<file path="config.mk">
export PLATFORM = sky130hd
export DESIGN_NAME = iter_shifter
export DESIGN_NICKNAME = d
export VERILOG_FILES = /design/src/rtl/iter_shifter.sv
export SDC_FILE = /design/constraint.sdc
export NUM_CORES = 1
export LEC_CHECK = 0
export BUFFER_PORTS_ARGS = -buffer_cell sky130_fd_sc_hd__buf_2
export CAP_MARGIN = 20
export CORE_ASPECT_RATIO = 2
export CORE_MARGIN = 5
export CORE_UTILIZATION = 45
export DETAILED_ROUTE_END_ITERATION = 16
export GPL_TIMING_DRIVEN = 0
export PLACE_DENSITY = 0.83
export SYNTH_ARGS = -nofsm -noshare
export SYNTH_HDL_FRONTEND = slang
export SYNTH_SLANG_ARGS = --single-unit
</file>
<file path="constraint.sdc">
create_clock -name clk -period 1.41 [get_ports clk]
set_input_delay 0.0705 -clock clk [delete_from_list [all_inputs] [get_ports clk]]
set_output_delay 0.0705 -clock clk [all_outputs]
set_load 0.02 [all_outputs]
</file>
<file path="src/rtl/iter_shifter.sv">
// iter_shifter: multi-cycle WIDTH-bit shifter with valid/ready handshakes on both sides.
// Modes (in_op): 00 LSL, 01 LSR, 10 ASR (sign fill), 11 ROR. Up to STEP positions per BUSY cycle.
// Ports:
//   clk, reset_n                 clock, asynchronous active-low reset
//   in_valid/in_ready            request handshake; in_data, in_op, in_amt sampled on accept
//   out_valid/out_ready          result handshake; out_data, out_carry, out_zero held until taken
module iter_shifter #(
    parameter int unsigned WIDTH = 16,
    parameter int unsigned AMT_W = 5,
    parameter int unsigned STEP  = 1
) (
    input  logic             clk,
    input  logic             reset_n,
    input  logic             in_valid,
    output logic             in_ready,
    input  logic [WIDTH-1:0] in_data,
    input  logic [1:0]       in_op,
    input  logic [AMT_W-1:0] in_amt,
    output logic             out_valid,
    input  logic             out_ready,
    output logic [WIDTH-1:0] out_data,
    output logic             out_carry,
    output logic             out_zero
);

    localparam int unsigned CNT_W = $clog2(WIDTH + 2);
    // Shifting WIDTH+1 times fully flushes the word and leaves the fill bit in carry.
    localparam int unsigned SAT   = WIDTH + 1;

    localparam logic [1:0] OP_LSL = 2'b00;
    localparam logic [1:0] OP_LSR = 2'b01;
    localparam logic [1:0] OP_ASR = 2'b10;

    typedef enum logic [1:0] {IDLE, BUSY, DONE} state_t;

    state_t             r_state;
    logic [WIDTH-1:0]   r_data;
    logic [1:0]         r_op;
    logic [CNT_W-1:0]   r_cnt;
    logic               r_carry;
    logic               r_zero;
    logic               r_out_valid;
    logic               r_in_ready;

    logic [31:0]        w_amt32;
    logic [CNT_W-1:0]   w_load_cnt;
    logic [WIDTH-1:0]   w_data;
    logic               w_carry;
    logic [CNT_W-1:0]   w_cnt_next;

    // Remaining count at accept: saturating for shifts, modulo WIDTH for rotate.
    always_comb begin
        w_amt32 = 32'(in_amt);
        if (in_op == 2'b11) begin
            w_load_cnt = CNT_W'(w_amt32 % WIDTH);
        end else if (w_amt32 > SAT) begin
            w_load_cnt = CNT_W'(SAT);
        end else begin
            w_load_cnt = CNT_W'(w_amt32);
        end
    end

    // One BUSY cycle: min(STEP, r_cnt) single-position stages; carry ends on the last bit out.
    always_comb begin
        w_data  = r_data;
        w_carry = r_carry;
        for (int unsigned i = 0; i < STEP; i++) begin
            if (i < 32'(r_cnt)) begin
                case (r_op)
                    OP_LSL: begin
                        w_carry = w_data[WIDTH-1];
                        w_data  = {w_data[WIDTH-2:0], 1'b0};
                    end
                    OP_LSR: begin
                        w_carry = w_data[0];
                        w_data  = {1'b0, w_data[WIDTH-1:1]};
                    end
                    OP_ASR: begin
                        w_carry = w_data[0];
                        w_data  = {w_data[WIDTH-1], w_data[WIDTH-1:1]};
                    end
                    default: begin
                        w_carry = w_data[0];
                        w_data  = {w_data[0], w_data[WIDTH-1:1]};
                    end
                endcase
            end
        end
        if (32'(r_cnt) > STEP) begin
            w_cnt_next = r_cnt - CNT_W'(STEP);
        end else begin
            w_cnt_next = '0;
        end
    end

    // Control FSM and datapath registers.
    // DONE spends one cycle computing out_zero before raising out_valid.
    always_ff @(posedge clk or negedge reset_n) begin
        if (!reset_n) begin
            r_state     <= IDLE;
            r_data      <= '0;
            r_op        <= '0;
            r_cnt       <= '0;
            r_carry     <= 1'b0;
            r_zero      <= 1'b0;
            r_out_valid <= 1'b0;
            r_in_ready  <= 1'b0;
        end else begin
            case (r_state)
                IDLE: begin
                    r_in_ready <= 1'b1;
                    if (in_valid && r_in_ready) begin
                        r_data     <= in_data;
                        r_op       <= in_op;
                        r_cnt      <= w_load_cnt;
                        r_carry    <= 1'b0;
                        r_in_ready <= 1'b0;
                        r_state    <= (w_load_cnt != '0) ? BUSY : DONE;
                    end
                end
                BUSY: begin
                    r_data  <= w_data;
                    r_carry <= w_carry;
                    r_cnt   <= w_cnt_next;
                    if (w_cnt_next == '0) begin
                        r_state <= DONE;
                    end
                end
                DONE: begin
                    if (!r_out_valid) begin
                        r_out_valid <= 1'b1;
                        r_zero      <= (r_data == '0);
                    end else if (out_ready) begin
                        r_out_valid <= 1'b0;
                        r_in_ready  <= 1'b1;
                        r_state     <= IDLE;
                    end
                end
                default: begin
                    r_state <= IDLE;
                end
            endcase
        end
    end

    assign in_ready  = r_in_ready;
    assign out_valid = r_out_valid;
    assign out_data  = r_data;
    assign out_carry = r_carry;
    assign out_zero  = r_zero;

endmodule
</file>
==> impl_metrics.json <==
{
  "outcome": "complete, but fails checks",
  "violations": "negative setup slack",
  "ys.flop_type": "dfrtp_1",
  "maxSlewViolCount": 0,
  "final-setup-viol-count": 18,
  "grt_setup_unrepaired": "yes",
  "ys_warn_count": 0,
  "first_pass_iters": 4,
  "yosysTopAreaCell": "dfrtp_1",
  "n_antenna_cell": 0,
  "design_area_mm2": 0.002420,
  "multiInputGateArea_mm2": 0.001110,
  "worst_slew_pin_slew_ps": 730.9,
  "most-common-layout-cells": "buf_2, nand2_1, dfrtp_1",
  "avgSynthCellArea_um2": 10.31,
  "r2r_slack_ps": -100,
  "required_ps": 1570,
  "routed.top_layer": "met4",
  "hp-class": "in2reg",
  "seq_area_um2": 732.0,
  "start_util_pct": 46.42,
  "vias_per_cell": 5.572,
  "remaining_drc_errors": 0,
  "io_pins": 47,
  "root_buffer": "clkbuf_8",
  "detail_route.iter0.violations": 14,
  "synth_area_leaders": "dfrtp_1, mux2_4, mux2i_1",
  "cts_buffers": 5,
  "grt_pass1_wl_mm": 7.527,
  "ys_seq_area_share_pct": 40.67,
  "internal-power_mw": 3.704,
  "crit_start": "r_state[1]$_DFFE_PN0P_",
  "r2r-end": "out_data[12]$_DFFE_PN0P_",
  "p_seq_share_pct": 29.0,
  "path_clk_slew_ps": 60,
  "grt_pass1_vias": 1667,
  "wl_met1_mm": 1.627,
  "num_rows": 32,
  "finalCritPeriodShare_pct": 107.0,
  "clk_path_buf_depth": 2,
  "tns_ps": -1266,
  "core_mm2": 0.003844,
  "worstPathArrival_ps": 1670,
  "maxCapViolations": 0,
  "drive_gt1_share_pct": 46.47,
  "areaGrowthSynthToFinish_pct": 35.62,
  "clkPwrFrac_pct": 10.0,
  "die-area_mm2": 0.005401,
  "worstSetupPathType": "reg2reg",
  "die_width_um": 54.53,
  "slew-limit-headroom_pct": 50.84,
  "worstHoldEndpoint": "r_cnt[3]$_DFFE_PN0P_",
  "tritoncts": "yes",
  "synth_top_area_share_pct": 40.67,
  "final_common_cell": "buf_2",
  "postRouteAntennaNets": 0,
  "p_leak_nw": 1.150,
  "htree_levels": 2,
  "fin_crit_ps": 1509,
  "power_mw": 6.517,
  "grt-ovfl-total": 0,
  "grt_start_max_net_pins": 30,
  "dr_wl_met2_mm": 2.791,
  "fin_worst_skew_ps": 4.012,
  "swShare_pct": 43.16,
  "reg2reg_depth": 5,
  "dp_hpwl_mm": 3.263,
  "timing.fmax_mhz": 662.5,
  "hold_viol_final": 0,
  "worstPathMaxFanout": 10,
  "setup_slack_ps": -99.37,
  "avgRoutedWirePerCell_um": 16.29,
  "ys_types": 42,
  "p_comb_share_pct": 61.1,
  "clkLatencyLatePin_ps": 280,
  "ys_seq_elements": 29,
  "gp_congestion": 0.8522,
  "post_dp_cell_area_mm2": 0.002090,
  "vias": 1627,
  "synth_edf_count": 0,
  "r2r-start": "r_state[1]$_DFFE_PN0P_",
  "nNetsFinal": 269,
  "cp-end-kind": "flop",
  "fill_cells": 331,
  "grt_use_total_pct": 18.90,
  "p_sw_mw": 2.813,
  "syn_nets": 202,
  "io_buffer_count": 46,
  "met3_length_um": 225,
  "syn_area_mm2": 0.001784,
  "syn_inst": 173,
  "async_flop_share_pct": 100.0,
  "antenna_found_initial": 0,
  "worst_setup_path_start_kind": "flop",
  "clock_sinks": 29,
  "hp-start": "in_amt[3]",
  "peakVddDrop_v": 0.001268,
  "die_h_um": 99.05,
  "wl_mm": 4.757,
  "p_per_area_mw_per_mm2": 2693,
  "whs_path_depth": 3
}
-- worst max-delay path: stages, from the launching register on --
cell	delay, ps
dfrtp_1	390
and4bb_1	240
buf_6	140
nor2_8	140
buf_12	160
mux2_4	310
-- kinds of logic (layout without fill, tap and decap cells) --
family	after synthesis	count (layout)	share of synthesized area, %
flops	29	29	40.67
mux	34	34	22.58
compound gates	37	37	12.69
buf+inv	9	77	3.997
simple gates	60	60	17.67
fa+ha+maj	2	2	1.402
xor+xnor	2	2	0.9819
-- cell usage after synthesis, drive strengths merged (2+ instances only) --
master / count
dfrtp: 29
nand2: 26
mux2: 20
o21ai: 18
mux2i: 14
nor2: 11
a21oi: 7
buf: 6
nand2b: 5
nor4: 5
nor3: 4
nor2b: 3
ha: 2
inv: 2
o211ai: 2
o22ai: 2
xnor2: 2
-- cell type report --
cell class | instances | area share, %
clock buffer | 8 | 3.309
timing repair buffer | 61 | 15.25
multi-input combinational | 135 | 45.86
buffer | 6 | 2.378
inverter | 2 | 0.3102
sequential | 29 | 30.25
tap | 51 | 2.637
-- power groups by stage --
stage | Clock (mW) | Sequential, mW | Combinational, mW
after floorplan | 0 | 2.04 | 2.17
after global placement | 0 | 1.81 | 3.15
after detailed placement | 0 | 1.82 | 3.23
after CTS | 0.659 | 1.82 | 3.81
after global routing | 0.700 | 1.95 | 4.27
final | 0.650 | 1.89 | 3.98
-- flip-flops by register name, summed over array words and instances, names as in the netlist --
| name | count |
|---|---|
| out_data | 16 |
| r_op | 2 |
| out_zero | 1 |
| r_cnt | 5 |
| in_ready | 1 |
| r_state | 2 |
| out_valid | 1 |
| out_carry | 1 |
-- metal layers --
| layer | vias to the layer above | track usage (%) |
|---|---|---|
| met3 | 10 | 4.690 |
| met1 | 811 | 18.05 |
| met2 | 45 | 35.00 |
| li1 | 761 | - |
| met5 | - | 0 |
| met4 | 0 | 8.445 |
-- through the flow --
step,hold WS (ps),setup slack (ps),util (%),cells
2_1_floorplan,-225.1,-84.66,-,173
3_3_place_gp,139.9,-219.5,54.36,270
3_5_place_dp,140.7,-270.1,54.36,270
4_1_cts,28.59,-103.8,61.30,292
5_1_grt,31.01,-147.5,62.96,292
6_report,31.75,-99.37,62.96,292
-- worst max path at each step --
stage,slack (ps),endpoint,cells after the start
final,-100,out_data[12]$_DFFE_PN0P_,5
after global routing,-150,out_data[12]$_DFFE_PN0P_,5
after CTS,-100,out_data[12]$_DFFE_PN0P_,5
after detailed placement,-270,out_data[12]$_DFFE_PN0P_,5
after global placement,-220,out_data[13]$_DFFE_PN0P_,5
after floorplan,-80,out_carry$_DFFE_PN0P_,5
-- what timing repair did --
action                                  in CTS  in global routing
endpoints found under the setup margin      23                 24
hold buffers                                 1                  0
pin swaps                                    5                  1
hold endpoints to repair                    29                  0
buffers inserted                            13                  1
resized for setup                           20                 15
Power figures use the tool's default switching activity.
